**config.mk**
```make
export PLATFORM = sky130hd
export DESIGN_NAME = pacman_collision
export DESIGN_NICKNAME = d
export VERILOG_FILES = /design/src/rtl/pacman_pkg.sv /design/src/rtl/pacman_overlap.sv /design/src/rtl/pacman_collision.sv
export SDC_FILE = /design/constraint.sdc
export NUM_CORES = 1
export LEC_CHECK = 0
export ABC_AREA = 1
export BUFFER_PORTS_ARGS = -buffer_cell sky130_fd_sc_hd__buf_2
export CORE_MARGIN = 2
export CORE_UTILIZATION = 40
export CTS_CLUSTER_DIAMETER = 150
export DETAILED_ROUTE_END_ITERATION = 7
export HOLD_SLACK_MARGIN = 0.02
export MAX_ROUTING_LAYER = met4
export SYNTH_ARGS = -nofsm -noshare
export SYNTH_HDL_FRONTEND = slang
export SYNTH_SLANG_ARGS = --single-unit
```
**constraint.sdc**
```tcl
create_clock -name clk -period 3.78 [get_ports clk]
set_input_delay 0.756 -clock clk [delete_from_list [all_inputs] [get_ports clk]]
set_output_delay 0.756 -clock clk [all_outputs]
set_load 0.01 [all_outputs]
```
**src/rtl/pacman_pkg.sv**
```systemverilog
// Shared types and widths for the Pacman collision stage and its helpers.
package pacman_pkg;

    localparam int unsigned COORD_W = 9;
    localparam int unsigned IDX_W   = 3;

    // Collision FSM state encoding
    typedef enum logic [1:0] {
        IDLE  = 2'd0,
        SCAN  = 2'd1,
        DEATH = 2'd2,
        OVER  = 2'd3
    } state_t;

    // A screen position in pixels
    typedef struct packed {
        logic [COORD_W-1:0] x;
        logic [COORD_W-1:0] y;
    } pos_t;

endpackage

```
**src/rtl/pacman_overlap.sv**
```systemverilog
// Combinational overlap test: both |px-mx| and |py-my| below HIT_DIST.
// Differences are taken one bit wider than the coordinates so they never wrap.
module pacman_overlap
    import pacman_pkg::*;
#(
    parameter int unsigned HIT_DIST = 8
) (
    input  logic [COORD_W-1:0] px,
    input  logic [COORD_W-1:0] py,
    input  logic [COORD_W-1:0] mx,
    input  logic [COORD_W-1:0] my,
    output logic               hit_now
);

    localparam int unsigned DW = COORD_W + 1;

    logic signed [DW-1:0] dx;
    logic signed [DW-1:0] dy;
    logic        [DW-1:0] adx;
    logic        [DW-1:0] ady;

    // Signed differences, absolute values and threshold compare
    always_comb begin
        dx      = $signed({1'b0, px}) - $signed({1'b0, mx});
        dy      = $signed({1'b0, py}) - $signed({1'b0, my});
        adx     = dx[DW-1] ? DW'(-dx) : DW'(dx);
        ady     = dy[DW-1] ? DW'(-dy) : DW'(dy);
        hit_now = (adx < DW'(HIT_DIST)) && (ady < DW'(HIT_DIST));
    end

endmodule

```
**src/rtl/pacman_collision.sv**
```systemverilog
// Per-frame ghost scan against Pacman; owns lives, death/respawn timing and game-over.
// index is presented to the monster stage, whose m_x/m_y answer one cycle later, so
// the compare runs against a one-cycle delayed copy of index.
module pacman_collision
    import pacman_pkg::*;
#(
    parameter int unsigned N_MON        = 4,
    parameter int unsigned HIT_DIST     = 8,
    parameter int unsigned INIT_LIVES   = 3,
    parameter int unsigned DEATH_CYCLES = 64
) (
    input  logic               clk,
    input  logic               rst,
    input  logic               tick,
    input  logic [COORD_W-1:0] p_x,
    input  logic [COORD_W-1:0] p_y,
    input  logic [COORD_W-1:0] m_x,
    input  logic [COORD_W-1:0] m_y,
    output logic [IDX_W-1:0]   index,
    output logic               hit,
    output logic [IDX_W-1:0]   hit_index,
    output logic               respawn,
    output logic [2:0]         lives,
    output logic               game_over,
    output logic               busy
);

    localparam int unsigned DC_W = (DEATH_CYCLES > 1) ? $clog2(DEATH_CYCLES) : 1;
    localparam logic [IDX_W-1:0] LAST_IDX = IDX_W'(N_MON - 1);
    localparam logic [DC_W-1:0]  LAST_DC  = DC_W'(DEATH_CYCLES - 1);

    state_t            state;
    pos_t              pos_r;      // Pacman position latched at scan start
    logic              issuing;    // index still stepping through monsters
    logic              valid_d;    // m_x/m_y this cycle belong to idx_d
    logic [IDX_W-1:0]  idx_d;
    logic [DC_W-1:0]   death_cnt;
    logic              hit_now;

    pacman_overlap #(
        .HIT_DIST (HIT_DIST)
    ) u_overlap (
        .px      (pos_r.x),
        .py      (pos_r.y),
        .mx      (m_x),
        .my      (m_y),
        .hit_now (hit_now)
    );

    // Scan/death FSM with index pipeline, lives counter and registered outputs
    always_ff @(posedge clk) begin
        if (rst) begin
            state     <= IDLE;
            pos_r     <= '0;
            issuing   <= 1'b0;
            valid_d   <= 1'b0;
            idx_d     <= '0;
            death_cnt <= '0;
            index     <= '0;
            hit       <= 1'b0;
            hit_index <= '0;
            respawn   <= 1'b0;
            lives     <= 3'(INIT_LIVES);
            game_over <= 1'b0;
            busy      <= 1'b0;
        end else begin
            hit     <= 1'b0;
            respawn <= 1'b0;
            case (state)
                IDLE: begin
                    issuing <= 1'b0;
                    valid_d <= 1'b0;
                    if (tick) begin
                        state   <= SCAN;
                        busy    <= 1'b1;
                        index   <= '0;
                        issuing <= 1'b1;
                        pos_r.x <= p_x;
                        pos_r.y <= p_y;
                    end
                end

                SCAN: begin
                    valid_d <= issuing;
                    idx_d   <= index;
                    if (issuing) begin
                        if (index == LAST_IDX) begin
                            issuing <= 1'b0;
                        end else begin
                            index <= index + 3'd1;
                        end
                    end
                    if (valid_d && hit_now) begin
                        // First hit ends the scan; later monsters are not looked at
                        hit       <= 1'b1;
                        hit_index <= idx_d;
                        lives     <= lives - 3'd1;
                        index     <= '0;
                        issuing   <= 1'b0;
                        valid_d   <= 1'b0;
                        death_cnt <= '0;
                        if (lives == 3'd1) begin
                            state     <= OVER;
                            game_over <= 1'b1;
                        end else begin
                            state <= DEATH;
                        end
                    end else if (valid_d && (idx_d == LAST_IDX)) begin
                        state   <= IDLE;
                        busy    <= 1'b0;
                        index   <= '0;
                        issuing <= 1'b0;
                        valid_d <= 1'b0;
                    end
                end

                DEATH: begin
                    if (death_cnt == LAST_DC) begin
                        respawn   <= 1'b1;
                        state     <= IDLE;
                        busy      <= 1'b0;
                        death_cnt <= '0;
                    end else begin
                        death_cnt <= death_cnt + DC_W'(1);
                    end
                end

                OVER: begin
                    index     <= '0;
                    game_over <= 1'b1;
                    busy      <= 1'b1;
                end

                default: begin
                    state <= IDLE;
                    busy  <= 1'b0;
                end
            endcase
        end
    end

endmodule

```
; Yosys cells after proc, flatten, opt, wreduce, memory -nomap -nowiden
; Cells that the tools add are included.
[totals]
romBits = 0
inputBits = 39
elab_cells = 95
ff_bits = 44
latch_bits = 0
memories = 0
ramBits = 0
output_inout_bits = 13
[op_classes]
div = 0
muxes = 36
addsub = 7
n_eq_ne = 16
reduce_logical = 18
shift = 0
n_mul = 0
bitwise_logic = 2
magnitude_cmp = 2
[ops]
columns = op, n
row1 = $lt 10x4->1 const B, 2
row2 = $mux 10, 2
row3 = $neg 10->10, 2
row4 = $sub 9x9->10, 2
row5 = $mux 1, 16
row6 = $mux 3, 5
row7 = $mux 6, 2
row8 = $ne 2x2->1 const B, 6
row9 = $pmux 6 s2, 1
row10 = $reduce_and 4->1, 3
row11 = $pmux 3 s3, 1
row12 = $mux 2, 4
row13 = $ne 4x4->1 const B, 2
row14 = $add 6x1->6 const B, 1
row15 = $eq 3x2->1 const B, 2
row16 = $eq 6x6->1 const B, 1
row17 = $pmux 1 s2, 3
row18 = $pmux 2 s3, 1
row19 = $reduce_and 2->1, 3
row20 = $reduce_bool 2->1, 3
row21 = $reduce_bool 3->1, 2
row22 = $eq 2x2->1 const B, 2
row23 = $pmux 1 s4, 1
row24 = $reduce_or 2->1, 2
row25 = other kinds (9), 12

; Longest topological paths before layout
[logic_depth]
word_depth = 8
mapped_depth = 23
ltp_nobuf = 23

; Cells and area by module
; Synthesis repeated with hierarchy kept, for this count alone.
[hier_totals]
cells_unflattened = 547
area_unflattened_um2 = 3552.2
[modules_own_cells]
columns = module, cells_per_inst, n_inst, area_each_um2, seq_area_each_um2
row1 = pacman_collision, 243, 1, 1956.9, 880.8
row2 = pacman_overlap, 304, 1, 1595.3, 0.0

; Worst setup path before layout
; OpenSTA, ideal clock, no wires.
[synth_timing]
path_type = input-to-reg
start = input port m_y[0]
end = register lives[2]
path_slack_ps = 851
required_time_ps = 3662
cell_stages = 20
arrival_ps = 2811
setup_ps = 118
path_cell_list = ha_1 inv_2 fa_1 nand2_2 nand2_2 nand3_2 nand2_1 nand2_1 nand2_1 nor2_2 nand2_1 nand2_1 nand2_1 nor2_1 nand2_1 nor2_4 nand3_4 buf_2 nor3_1 nor2_1
[synth_between]
elab_chain_cells = 7
[synth_rtl]
columns = element, line_no
row1 = start: declaration, pacman_collision.sv:18  ; input logic [COORD_W-1:0] m_y,
row2 = $sub 9x9->10 *, pacman_overlap.sv:25  ; dy = $signed({1'b0, py}) - $signed({1'b0, my});
row3 = $neg 10->10, pacman_overlap.sv:27  ; ady = dy[DW-1] ? DW'(-dy) : DW'(dy);
row4 = $mux 10 *, pacman_overlap.sv:27
row5 = $lt 10x4->1 *, pacman_overlap.sv:28  ; hit_now = (adx < DW'(HIT_DIST)) && (ady < DW'(HIT_DIST));
row6 = $logic_and 1x1->1 *, pacman_overlap.sv:28
row7 = $logic_and 1x1->1 *, pacman_collision.sv:93  ; if (valid_d && hit_now) begin
row8 = $reduce_and 2->1 (no source line) *, -
row9 = end signal: assignment, pacman_collision.sv:63  ; lives <= 3'(INIT_LIVES);
row10 = end signal: assignment, pacman_collision.sv:97  ; lives <= lives - 3'd1;
row11 = end: declaration, pacman_collision.sv:23  ; output logic [2:0] lives,
; Mark *: on every way between the ends. The rest lies on a longest branch, timed or not.
; A chain may end at the register's enable or synchronous reset.

; Worst setup path after layout
[layout_timing]
start = input port m_y[0]
end = register death_cnt[4]
[layout_between]
elab_chain_cells = 8
[layout_rtl]
columns = element, line_no
row1 = $sub 9x9->10 *, pacman_overlap.sv:25
row2 = $neg 10->10, pacman_overlap.sv:27
row3 = $mux 10 *, pacman_overlap.sv:27
row4 = $lt 10x4->1 *, pacman_overlap.sv:28
row5 = $logic_and 1x1->1 *, pacman_overlap.sv:28
row6 = $logic_and 1x1->1 *, pacman_collision.sv:93
row7 = $ne 2x2->1 (no source line) *, -
row8 = $reduce_and 2->1 (no source line) *, -
row9 = end signal: assignment, pacman_collision.sv:124  ; death_cnt <= death_cnt + DC_W'(1);
row10 = end: declaration, pacman_collision.sv:37  ; logic [DC_W-1:0] death_cnt;
; Marks and branches as above.

==> qor.csv <==
metric,value,unit
status,completed,
die_w,97.61,µm
synth_top_area_share,25.13,%
synthTopCellsByArea,"dfxtp_1 25%, nand2_1 16%, ha_1 10%",
port_buffers,51,
async_flop_share,0,%
dr.pass1.iters,4,
insertion_delay,0.30,ns
crit_path_max_fanout,21,
fmax,0.3239,GHz
crit_start,m_y[0],
tns,0,ns
grt_use_total,17.11,%
synth.distinct_cells,30,
cp-start-kind,input pin,
placementRows,34,
slew_viol_final,0,
ant_nets,0,
cts_inserted_buffers,5,
power_density,615.7,nW/µm²
die_h,97.61,µm
crit_top_cell,nand2_1,
slew_headroom,44.30,%
synth-compound-area-share,9.889,%
synth_seq_area_share,25.13,%
syn_inst,578,
grt_max_degree,32,
ios,52,
multi_input_area,2212,µm²
n_antenna_cell,0,
synth-xor-area-share,0.4998,%
final.fill_count,950,
fin_nets,695,
end_kind,register,
grt-ovfl-total,0,
p_total,2.437,mW
fin_crit_sh,81.68,%
dieArea,9527,µm²
critPathTopFamily,simple AND/OR/NAND/NOR gates,
cts_resized,0,
drt_iter0_drc,108,
clkTransAtPathRegs,0.08,ns
period_minus_slack,3.087,ns
cts_hold_buf,0,
synth-adder-area-share,11.50,%
r2r-start,pos_r[0]$_SDFFE_PP0P_,
start_util,40.78,%
syn_nets,648,
grt_pass1_vias,3238,
grt_pass1_wl,13.57,mm
clockBufferDepth,2,
cts_tree,yes,
hp-start,hit_index[2]$_SDFFE_PP0P_,
drv_cap,0,
clock-sinks,44,
setup_viol,0,
post-cts-setup-buffers,0,
syn_avg_cell_area,6.063,µm²
vias,3509,
syn_area,3505,µm²
vias_per_cell,4.781,
ff2ff_setup_slack,0.85,ns
cts-root-buf,clkbuf_8,
avgRoutedWirePerCell,10.91,µm
ir_worst_vdd,0.3814,mV
worstPathArrival,3.28,ns
fp.coreArea,8593,µm²
finalWirelength,8.011,mm
crit_buf_inv,3,
p_leak,2.158,nW
drive_gt1_share,14.22,%
sequential_cell_area,880.8,µm²
yosys_warnings,0,
routabilityCongestion,0.8941,
clock_skew,0.009753,ns
synthFlopType,dfxtp_1,
drc,0,
synth_edf_count,0,
synth_top_family_by_area,simple AND/OR/NAND/NOR gates,
critPathKind,in -> reg,
rsz0062_at_grt,false,
synth_mux_area_share,0,%
syn_to_final_growth,12.92,%
worstMarginPinSlew,0.8346,ns
critPathMaxStageDelay,0.40,ns
hp-class,reg -> reg,
synth_largest_area_cell,dfxtp_1,
crit_chain,"buf_2, ha_1, inv_2, fa_1, inv_1, nand2_1, a21oi_2, nand3_1, nor2_2, nand2_1, nand3_1, nand2_1, nor2_1, nand2_1, nor2_4, nand3_4, nand2_2, o21a_1, nor2_1",
timing_hold_violations_final,0,
synth_seq_cells,44,
crit_slowest_cell,fa_1,
worstPathRequired,3.97,ns
htreeDepth,2,
antenna_found_initial,0,
yosys.area_share.simple,41.24,%
hpwl,6.532,mm
==> cell usage in the layout, fill, tap and decap left out, drive strengths merged, types with 3 or more instances in the layout <==
cell type	Yosys	final
nand2	160	160
inv	94	94
nor2	89	89
nand3	69	69
buf	4	51
dfxtp	44	44
a21oi	32	32
o21ai	30	30
ha	29	29
clkbuf	7	6
nor3	5	5
nand4	3	3
==> cells by family (layout without fill, tap and decap cells) <==
| kind of cell | Yosys count | after routing |
|---|---|---|
| AO/OA/AOI/OAI | 66 | 66 |
| XOR/XNOR | 2 | 2 |
| adder cells (fa/ha/maj) | 31 | 31 |
| buffers and inverters | 105 | 153 |
| flip-flops | 44 | 44 |
| AND/OR/NAND/NOR | 330 | 330 |
==> sequential cells by signal (all words and copies together) (netlist names) <==
signal,flops
state,2
game_over,1
pos_r,18
issuing,1
death_cnt,6
busy,1
valid_d,1
hit_index,3
hit,1
index,3
idx_d,3
respawn,1
lives,3
==> worst paths after layout <==
check / endpoint / depth (start not counted)
worst max-delay path: death_cnt[4]$_SDFFE_PP0P_ / 19
worst min-delay path: hit_index[2]$_SDFFE_PP0P_ / 2
worst min register to register: hit_index[2]$_SDFFE_PP0P_ / 2
worst max register to register: death_cnt[4]$_SDFFE_PP0P_ / 19
==> cell type report <==
type                       instances  share of cell area (%)
inverter                          94                   8.916
clock inverter                     2                  0.9801
multi-input combinational        429                   55.90
timing repair buffer              51                   6.450
tap                              108                   3.414
sequential                        44                   22.26
clock buffer                       6                   2.087
==> layer usage <==
metal	track usage (%)	routed length [µm]
met5	-	0
met4	4.380	64
met2	28.81	3816
met3	1.799	178
met1	22.03	3951
==> stage by stage <==
step | hold WS [ns] | setup slack [ns] | std cells | util, % | cell area [µm²]
after global placement | 0.4368 | 0.4631 | 726 | 44.64 | 3836
after detailed placement | 0.4361 | 0.3527 | 726 | 44.64 | 3836
after global routing | 0.4679 | 0.3630 | 734 | 46.05 | 3958
final | 0.4441 | 0.6925 | 734 | 46.05 | 3958
after floorplan | 0.4325 | 0.8508 | 578 | - | 3505
after CTS | 0.4500 | 0.6716 | 734 | 46.05 | 3958
==> synth_stat cells, types with 3 or more instances <==
cell / instances
a21oi_1: 31
clkbuf_1: 7
dfxtp_1: 44
ha_1: 29
inv_1: 89
inv_2: 5
nand2_1: 151
nand2_2: 9
nand3_1: 64
nand3_2: 4
nand4_1: 3
nor2_1: 81
nor2_2: 5
nor2_4: 3
nor3_1: 5
o21ai_0: 26
o21ai_1: 3
==> worst min-delay path: cells and delay by family (launching register included) <==
family                 cells  cell delay (ns)
AO/OA/AOI/OAI              1             0.05
buffers and inverters      1             0.04
flip-flops                 1             0.31
==> where the power goes <==
| part | internal (mW) | total [mW] | switching [mW] | leakage (nW) |
|---|---|---|---|---|
| Combinational | 0.494 | 1.40 | 0.908 | 1.74 |
| Clock | 0.216 | 0.378 | 0.162 | 0.0614 |
| Sequential | 0.573 | 0.657 | 0.0837 | 0.361 |
| Total | 1.28 | 2.44 | 1.15 | 2.16 |
Power figures use the tool's default switching activity.
